### config.mk
export PLATFORM = sky130hd
export DESIGN_NAME = div_arbiter
export DESIGN_NICKNAME = d
export VERILOG_FILES = /design/src/rtl/div_arbiter_pkg.sv /design/src/rtl/div_arbiter_rr_pick.sv /design/src/rtl/div_arbiter.sv
export SDC_FILE = /design/constraint.sdc
export NUM_CORES = 1
export LEC_CHECK = 0
export CORE_MARGIN = 5
export CORE_UTILIZATION = 41
export DETAILED_ROUTE_END_ITERATION = 10
export PLACE_DENSITY = 0.87
export REMOVE_ABC_BUFFERS = 1
export SYNTH_ARGS = -nofsm -noshare
export SYNTH_HDL_FRONTEND = slang
export SYNTH_SLANG_ARGS = --single-unit
export TNS_END_PERCENT = 10
### constraint.sdc
create_clock -name clk -period 5.7 [get_ports clk]
set_clock_uncertainty 0.15 [all_clocks]
set_input_delay 0.57 -clock clk [delete_from_list [all_inputs] [get_ports clk]]
set_output_delay 0.57 -clock clk [all_outputs]
set_load 0.1 [all_outputs]
### src/rtl/div_arbiter_pkg.sv
// Shared types for the divider arbiter: FSM state encoding, divider status flags, ID width helper.
package div_arb_pkg;

  typedef enum logic [1:0] {
    IDLE  = 2'd0,
    ISSUE = 2'd1,
    WAIT  = 2'd2,
    RESP  = 2'd3
  } state_e;

  typedef struct packed {
    logic dbz;
    logic ovf;
  } div_flags_t;

  // Width needed to name one of n requesters; never narrower than one bit.
  function automatic int id_w(input int n);
    return (n <= 2) ? 1 : $clog2(n);
  endfunction

endpackage

### src/rtl/div_arbiter_rr_pick.sv
// Round-robin picker, purely combinational: first valid at or after ptr, wrapping modulo N.
// Zero latency; any=0 when no input is valid.
module rr_pick
  import div_arb_pkg::*;
#(
  parameter int N  = 4,
  parameter int PW = id_w(N)
) (
  input  logic [N-1:0]  valid,
  input  logic [PW-1:0] ptr,
  output logic          any,
  output logic [PW-1:0] grant
);

  logic [2*N-1:0] dbl;
  logic [2*N-1:0] masked;
  logic           found;

  // The lower copy is masked below ptr; the upper copy supplies the wrap-around candidates.
  always_comb begin
    dbl    = {valid, valid};
    masked = '0;
    for (int i = 0; i < 2*N; i++) begin
      masked[i] = dbl[i] & ((i >= N) || (i >= int'(ptr)));
    end
  end

  always_comb begin
    any   = |valid;
    grant = '0;
    found = 1'b0;
    for (int i = 0; i < 2*N; i++) begin
      if (!found && masked[i]) begin
        found = 1'b1;
        grant = PW'(i % N);
      end
    end
  end

endmodule

### src/rtl/div_arbiter.sv
// Round-robin front end for one shared sequential divider; one transaction in flight.
// Grant to resp_valid is 2 + divider latency; resp_* hold until resp_ready, no grant meanwhile.
module div_arbiter
  import div_arb_pkg::*;
#(
  parameter  int NREQ  = 4,
  parameter  int WIDTH = 16,
  parameter  int FBITS = 0,
  localparam int IDW   = id_w(NREQ)
) (
  input  logic                    clk,
  input  logic                    reset,
  input  logic [NREQ-1:0]         req_valid,
  output logic [NREQ-1:0]         req_ready,
  input  logic [NREQ*WIDTH-1:0]   req_a,
  input  logic [NREQ*WIDTH-1:0]   req_b,
  output logic                    resp_valid,
  input  logic                    resp_ready,
  output logic [IDW-1:0]          resp_id,
  output logic [WIDTH-1:0]        resp_val,
  output logic                    resp_dbz,
  output logic                    resp_ovf,
  output logic                    div_start,
  output logic [WIDTH-1:0]        div_a,
  output logic [WIDTH-1:0]        div_b,
  input  logic                    div_busy,
  input  logic                    div_done,
  input  logic [WIDTH-1:0]        div_val,
  input  logic                    div_dbz,
  input  logic                    div_ovf
);

  // FBITS only configures the external divider; reject values it could never accept.
  if (NREQ < 2 || FBITS < 0 || FBITS >= WIDTH) begin : g_bad_params
    $error("div_arbiter: need NREQ >= 2 and 0 <= FBITS < WIDTH");
  end

  state_e           state_q, state_d;
  logic [IDW-1:0]   ptr_q,   ptr_d;
  logic [IDW-1:0]   id_q,    id_d;
  logic [WIDTH-1:0] a_q,     a_d;
  logic [WIDTH-1:0] b_q,     b_d;
  logic [WIDTH-1:0] val_q,   val_d;
  div_flags_t       flags_q, flags_d;

  logic             pick_any;
  logic [IDW-1:0]   pick_idx;
  logic [WIDTH-1:0] pick_a;
  logic [WIDTH-1:0] pick_b;

  rr_pick #(
    .N  (NREQ),
    .PW (IDW)
  ) u_pick (
    .valid (req_valid),
    .ptr   (ptr_q),
    .any   (pick_any),
    .grant (pick_idx)
  );

  always_comb begin
    pick_a = '0;
    pick_b = '0;
    for (int i = 0; i < NREQ; i++) begin
      if (pick_idx == IDW'(i)) begin
        pick_a = req_a[i*WIDTH +: WIDTH];
        pick_b = req_b[i*WIDTH +: WIDTH];
      end
    end
  end

  always_ff @(posedge clk) begin
    if (reset) begin
      state_q <= IDLE;
      ptr_q   <= '0;
      id_q    <= '0;
      a_q     <= '0;
      b_q     <= '0;
      val_q   <= '0;
      flags_q <= '0;
    end else begin
      state_q <= state_d;
      ptr_q   <= ptr_d;
      id_q    <= id_d;
      a_q     <= a_d;
      b_q     <= b_d;
      val_q   <= val_d;
      flags_q <= flags_d;
    end
  end

  always_comb begin
    state_d = state_q;
    case (state_q)
      IDLE:    if (pick_any)   state_d = ISSUE;
      ISSUE:   if (!div_busy)  state_d = WAIT;
      WAIT:    if (div_done)   state_d = RESP;
      RESP:    if (resp_ready) state_d = IDLE;
      default:                 state_d = IDLE;
    endcase
  end

  // Operands are captured at grant and held through WAIT so the divider may sample them late.
  always_comb begin
    ptr_d   = ptr_q;
    id_d    = id_q;
    a_d     = a_q;
    b_d     = b_q;
    val_d   = val_q;
    flags_d = flags_q;
    if (state_q == IDLE && pick_any) begin
      ptr_d = (pick_idx == IDW'(NREQ-1)) ? '0 : pick_idx + 1'b1;
      id_d  = pick_idx;
      a_d   = pick_a;
      b_d   = pick_b;
    end
    if (state_q == WAIT && div_done) begin
      val_d       = div_val;
      flags_d.dbz = div_dbz;
      flags_d.ovf = div_ovf;
    end
  end

  always_comb begin
    req_ready  = '0;
    div_start  = 1'b0;
    resp_valid = 1'b0;
    if (!reset) begin
      case (state_q)
        IDLE: begin
          for (int i = 0; i < NREQ; i++) begin
            req_ready[i] = pick_any && (pick_idx == IDW'(i));
          end
        end
        ISSUE:   div_start  = !div_busy;
        RESP:    resp_valid = 1'b1;
        default: ;
      endcase
    end
  end

  assign div_a    = a_q;
  assign div_b    = b_q;
  assign resp_id  = id_q;
  assign resp_val = val_q;
  assign resp_dbz = flags_q.dbz;
  assign resp_ovf = flags_q.ovf;

endmodule

Word level (Yosys, flattened, before mapping)

Cells that the tools add are included.

Add/sub/neg operators: 1
Magnitude comparators: 3
Eq/ne operators: 10
Mux-type cells: 34
Bitwise logic cells: 3
Reduce and logical (&&, ||, !) cells: 25

Operators with widths:

| cell                                                                  | number |
|---|---|
| 16-bit 2-to-1 mux                                                     | 8 |
| 2-bit 2-to-1 mux                                                      | 11 |
| 1-bit logical AND                                                     | 13 |
| 1-bit 2-to-1 mux                                                      | 12 |
| 2-bit == test (second input constant)                                 | 4 |
| 1-bit logical NOT                                                     | 8 |
| 4-bit 2-to-1 mux                                                      | 2 |
| 2-bit inequality test (second input constant)                         | 4 |
| 2-bit one-hot mux with 4 select lines                                 | 1 |
| 2-bit by 1-bit == test with 1-bit output (second input constant)      | 2 |
| 1-bit by 2-bit >= comparator with 1-bit output (first input constant) | 2 |
| 2-bit logical NOT                                                     | 2 |
| 4-bit AND reduction                                                   | 1 |
| 4-bit OR reduction                                                    | 1 |
| 1-bit AND                                                             | 3 |
| 2-bit by 1-bit adder with 2-bit output (second input constant)        | 1 |
| 2-bit >= comparator (first input constant)                            | 1 |

Flip-flop bits (word level): 56
Input port bits: 155
Output and inout port bits: 58
Word-level logic and storage cells: 84

Longest topological paths before layout

Word-level depth: 29
Gate-level depth with buffers: 10
Gate-level depth less buffers: 7

By module

Synthesis repeated with hierarchy kept, for this count alone.

Cell total of the unflattened synthesis: 404
Area, all modules: 3333.2 sq um

By module, submodules not included:

| module      | instances | cells an instance | area an instance (sq um) |
|---|---|---|---|
| div_arbiter | 1         | 392               | 3259.4 |
| rr_pick     | 1         | 12                | 73.8 |

Worst setup path before layout

No wires, ideal clock.

Path type: input to output
From: input port reset
To: output port div_start
Arrival time: 3.133 ns
Data required time: 4.980 ns
Setup slack: 1.847 ns
Stages: 3
Path through: buf_4 -> clkbuf_1 -> nor3b_1

Cells in the longest elaborated chain, start to end: 1

RTL lines:

| what             | line               | text |
|---|---|---|
| start, declared  | div_arbiter.sv:12  | `input logic reset,` |
| 1-bit 2-to-1 mux | div_arbiter.sv:128 | `if (!reset) begin` |
| end, declared    | div_arbiter.sv:23  | `output logic div_start,` |

Every way passes these cells.

Worst setup path after layout

From: input port req_valid[2]
To: output port req_ready[2]

Cells in the longest elaborated chain, start to end: 22

RTL lines:

| what                  | line                      | text |
|---|---|---|
| start, declared       | div_arbiter.sv:13         | `input logic [NREQ-1:0] req_valid,` |
| 1-bit AND             | div_arbiter_rr_pick.sv:24 | `masked[i] = dbl[i] & ((i >= N) \|\| (i >= int'(ptr)));` |
| 1-bit logical AND     | div_arbiter_rr_pick.sv:33 | `if (!found && masked[i]) begin` |
| 1-bit 2-to-1 mux      | div_arbiter_rr_pick.sv:33 |  |
| 1-bit logical NOT     | div_arbiter_rr_pick.sv:33 |  |
| 1-bit logical AND     | div_arbiter_rr_pick.sv:33 |  |
| 1-bit 2-to-1 mux      | div_arbiter_rr_pick.sv:33 |  |
| 1-bit logical NOT     | div_arbiter_rr_pick.sv:33 |  |
| 1-bit logical AND     | div_arbiter_rr_pick.sv:33 |  |
| [... 6 more ...]      | -                         |  |
| 1-bit 2-to-1 mux      | div_arbiter_rr_pick.sv:33 |  |
| 1-bit logical NOT     | div_arbiter_rr_pick.sv:33 |  |
| 1-bit logical AND     | div_arbiter_rr_pick.sv:33 |  |
| 2-bit 2-to-1 mux      | div_arbiter_rr_pick.sv:33 |  |
| 2-bit == test         | div_arbiter.sv:132        | `req_ready[i] = pick_any && (pick_idx == IDW'(i));` |
| 1-bit logical AND (*) | div_arbiter.sv:132        |  |
| 4-bit 2-to-1 mux (*)  | div_arbiter.sv:129        | `case (state_q)` |
| 4-bit 2-to-1 mux (*)  | div_arbiter.sv:128        |  |
| end, declared         | div_arbiter.sv:14         | `output logic [NREQ-1:0] req_ready,` |

Every way passes the cells marked *; elsewhere a longest branch is shown, timed or not.

==> results.py <==
metrics = {
    "critical_path": {
        "arrival_ps": 3370,
        "cp_max_fo": 7,
        "r2r.worst_path.cells": 8,
        "critPathLaunchType": "input pin",
        "critPathMaxStageDelay_ps": 990,
        "crit_type": "input pin to primary output",
        "critical_path.cell_chain": "clkdlybuf4s50_1, mux2_2, and2_1, or3_1, ha_2, and2_1, clkdlybuf4s50_1",
        "worstPathRequired_ps": 4980,
        "crit_path_end_kind": "primary output",
        "reg2reg_setup_slack_ps": 2610,
        "path_depth": 7,
        "critical_path.slowest_cell": "clkdlybuf4s50_1",
        "critPathBufInv": 2,
        "cp_top_family": "buffers and inverters",
    },
    "timing": {
        "fin_crit_sh": 0.7176,
        "tightest_slew_ps": 1048,
        "holdWs_ps": 311.2,
        "final.setup.tns_ps": 0,
        "post-route-min-period_ps": 4090,
        "rsz0062_at_grt": "false",
        "setup_viol": 0,
        "max_freq_ghz": 0.2445,
        "slew_headroom": 0.2992,
        "hold_viol": 0,
        "slew_violations": 0,
    },
    "layout": {
        "num_antenna_cells": 0,
        "syn_to_final_growth_pct": 61.17,
        "final_common_cell": "clkdlybuf4s50_1",
        "stdcell_area_mm2": 0.005749,
        "nets": 786,
        "layout-drive-gt1-share": 0.1011,
        "layout_common_cells": "208 x clkdlybuf4s50_1, 81 x a21oi_1, 56 x dfxtp_1",
    },
    "global_routing": {
        "grt_max_degree": 65,
        "grt_pass1_vias": 4101,
        "grt_antenna_before_repair": 0,
        "track_usage": 0.2297,
        "grt_remaining_overflow": 0,
        "grt_first_pass_wirelength_um": 19610,
    },
    "die": {
        "dieArea_mm2": 0.01067,
        "io_pins": 213,
        "core_area_mm2": 0.008593,
        "die_h_um": 103.3,
        "rows": 34,
        "die_x_um": 103.3,
        "start_util": 0.4151,
    },
    "drt": {
        "final_antenna_net_count": 0,
        "vias": 3999,
        "dr.pass1.iters": 4,
        "drt_iter0_drc": 101,
        "routed_wl_um": 12840,
        "wl_per_cell_um": 17.56,
        "vias_per_cell": 5.471,
        "drc": 0,
    },
    "clocking": {
        "root_buffer": "clkbuf_8",
        "cts_num_sinks": 56,
        "cts_hold_buffers": 0,
        "clk_latency_ps": 310,
        "cts.clk_slew.worst_paths_ps": 110,
        "htreeDepth": 2,
        "cts_tree": "built",
        "cts_buffers": 5,
        "clockBufferDepth": 2,
        "post-cts-setup-buffers": 0,
        "cts_resized": 0,
    },
    "logic_synthesis": {
        "syn_inst": 438,
        "avgSynthCellArea_um2": 8.144,
        "yosysTopAreaCell": "dfxtp_1",
        "yosysWarnings": 0,
        "ys_seq_area_frac": 0.3143,
        "synthesis.area_mm2": 0.003567,
        "synth_area_leaders": "dfxtp_1 31%, a21oi_1 11%, a211oi_2 9.8%, a221o_1 9.0%, nand3b_1 6.9%",
        "yosysUniqueCellTypes": 38,
        "synth_top_area_frac": 0.3143,
        "synth_seq_cells": 56,
    },
    "power_and_ir_drop": {
        "pwr-share-clk": 0.073,
        "p_switching_w": 0.001886,
        "combinationalPowerShare": 0.742,
        "p_int_w": 0.001372,
        "cellPowerDensity_mw_per_mm2": 566.6,
        "p_leak_nw": 2.154,
        "total_power_w": 0.003258,
        "ir_worst_vdd_v": 0.0004357,
        "p_seq_frac": 0.185,
        "swShare": 0.5789,
    },
    "outcome": {
        "status": "completed",
    },
    "place": {
        "place_area_mm2": 0.005653,
        "hpwl_um": 9402,
        "io_buffer_count": 212,
        "gp_congestion": 0.9008,
    },
    "min_path": {
        "worstHoldPathType": "flop to flop",
        "worstHoldPathCells": 2,
    },
    "flow_run": {
        "max_cap_viol_count": 0,
    },
}
[synth_stat cells]
cell type	instances
a21oi_1	81
dfxtp_1	56
nand2_1	39
inv_1	36
nor2_1	35
nand3b_1	33
a221o_1	32
a211oi_2	28
clkbuf_1	24
ha_1	9
buf_2	8
and2_1	7
a211oi_1	5
nand2b_1	5
a21oi_2	4
buf_4	4
buf_6	4
nor2b_1	3
a21o_2	2
buf_1	2
mux2i_1	2
nor3_1	2
nor3b_1	2
a2111oi_2	1
a221oi_1	1
a31o_2	1
a31oi_1	1
and2b_2	1
and3b_1	1
clkbuf_8	1
mux2_2	1
nor4_1	1
o21bai_1	1
o41a_1	1
o41ai_1	1
o41ai_4	1
or2_2	1
or3_1	1
[stage by stage]
step	worst slack (ps)	util	instances
floorplan	1572	-	395
global placement	1641	0.6578	723
detailed placement	1610	0.6578	723
CTS	1595	0.6690	731
global route	1464	0.6690	731
finish	1610	0.6690	731
[power by group through the flow]
| stage | sequential (W) | combinational [W] | clock, W |
|---|---|---|---|
| after CTS | 0.000605 | 0.00243 | 0.000245 |
| final | 0.000604 | 0.00242 | 0.000236 |
| after global placement | 0.000605 | 0.00237 | 0 |
| after floorplan | 0.00145 | 0.000952 | 0 |
| after detailed placement | 0.000612 | 0.00242 | 0 |
| after global routing | 0.000620 | 0.00255 | 0.000261 |
[cell type report]
class,instances,area [um^2]
Multi-Input combinational cell,303,2092
Tap cell,108,135.1
Sequential cell,56,1121
Timing Repair Buffer,220,2170
Fill cell,708,2844
Clock buffer,5,68.82
Inverter,36,135.1
Clock inverter,3,27.53
[final timing paths]
path / endpoint / from
hold / removal: resp_val[2] / resp_val[2]
setup reg to reg: div_a[15] / ptr_q[1]
setup / recovery: req_ready[2] / req_valid[2]
hold reg to reg: resp_val[2] / resp_val[2]
[registers in the layout, indices dropped and copies added (netlist names)]
| name | count |
|---|---|
| ptr_q | 2 |
| resp_val | 16 |
| div_a | 16 |
| resp_id | 2 |
| div_b | 16 |
| resp_ovf | 1 |
| resp_dbz | 1 |
| state_q | 2 |
[layer usage]
layer	part of all wire	vias to the layer above	track usage
li1	-	1927	-
met1	0.39	1909	0.2702
met2	0.50	139	0.3971
met3	0.076	24	0.06170
met4	0.032	0	0.08964
met5	0	-	0
[worst min-delay path, cell delays in order, from the launching register on]
cell	delay, ps
dfxtp_1	330
nand2_1	50
a21oi_1	50
[logic make-up (layout without fill, tap and decap cells)]
family	Yosys count	after routing	synth area share
AO/OA/AOI/OAI	160	160	0.3532
flip-flops	56	56	0.3143
buffers and inverters	79	264	0.1014
adder cells (fa/ha/maj)	9	9	0.03157
multiplexers	3	3	0.008769
AND/OR/NAND/NOR	131	131	0.1908
Note: power is estimated with default switching activity, not from simulation.
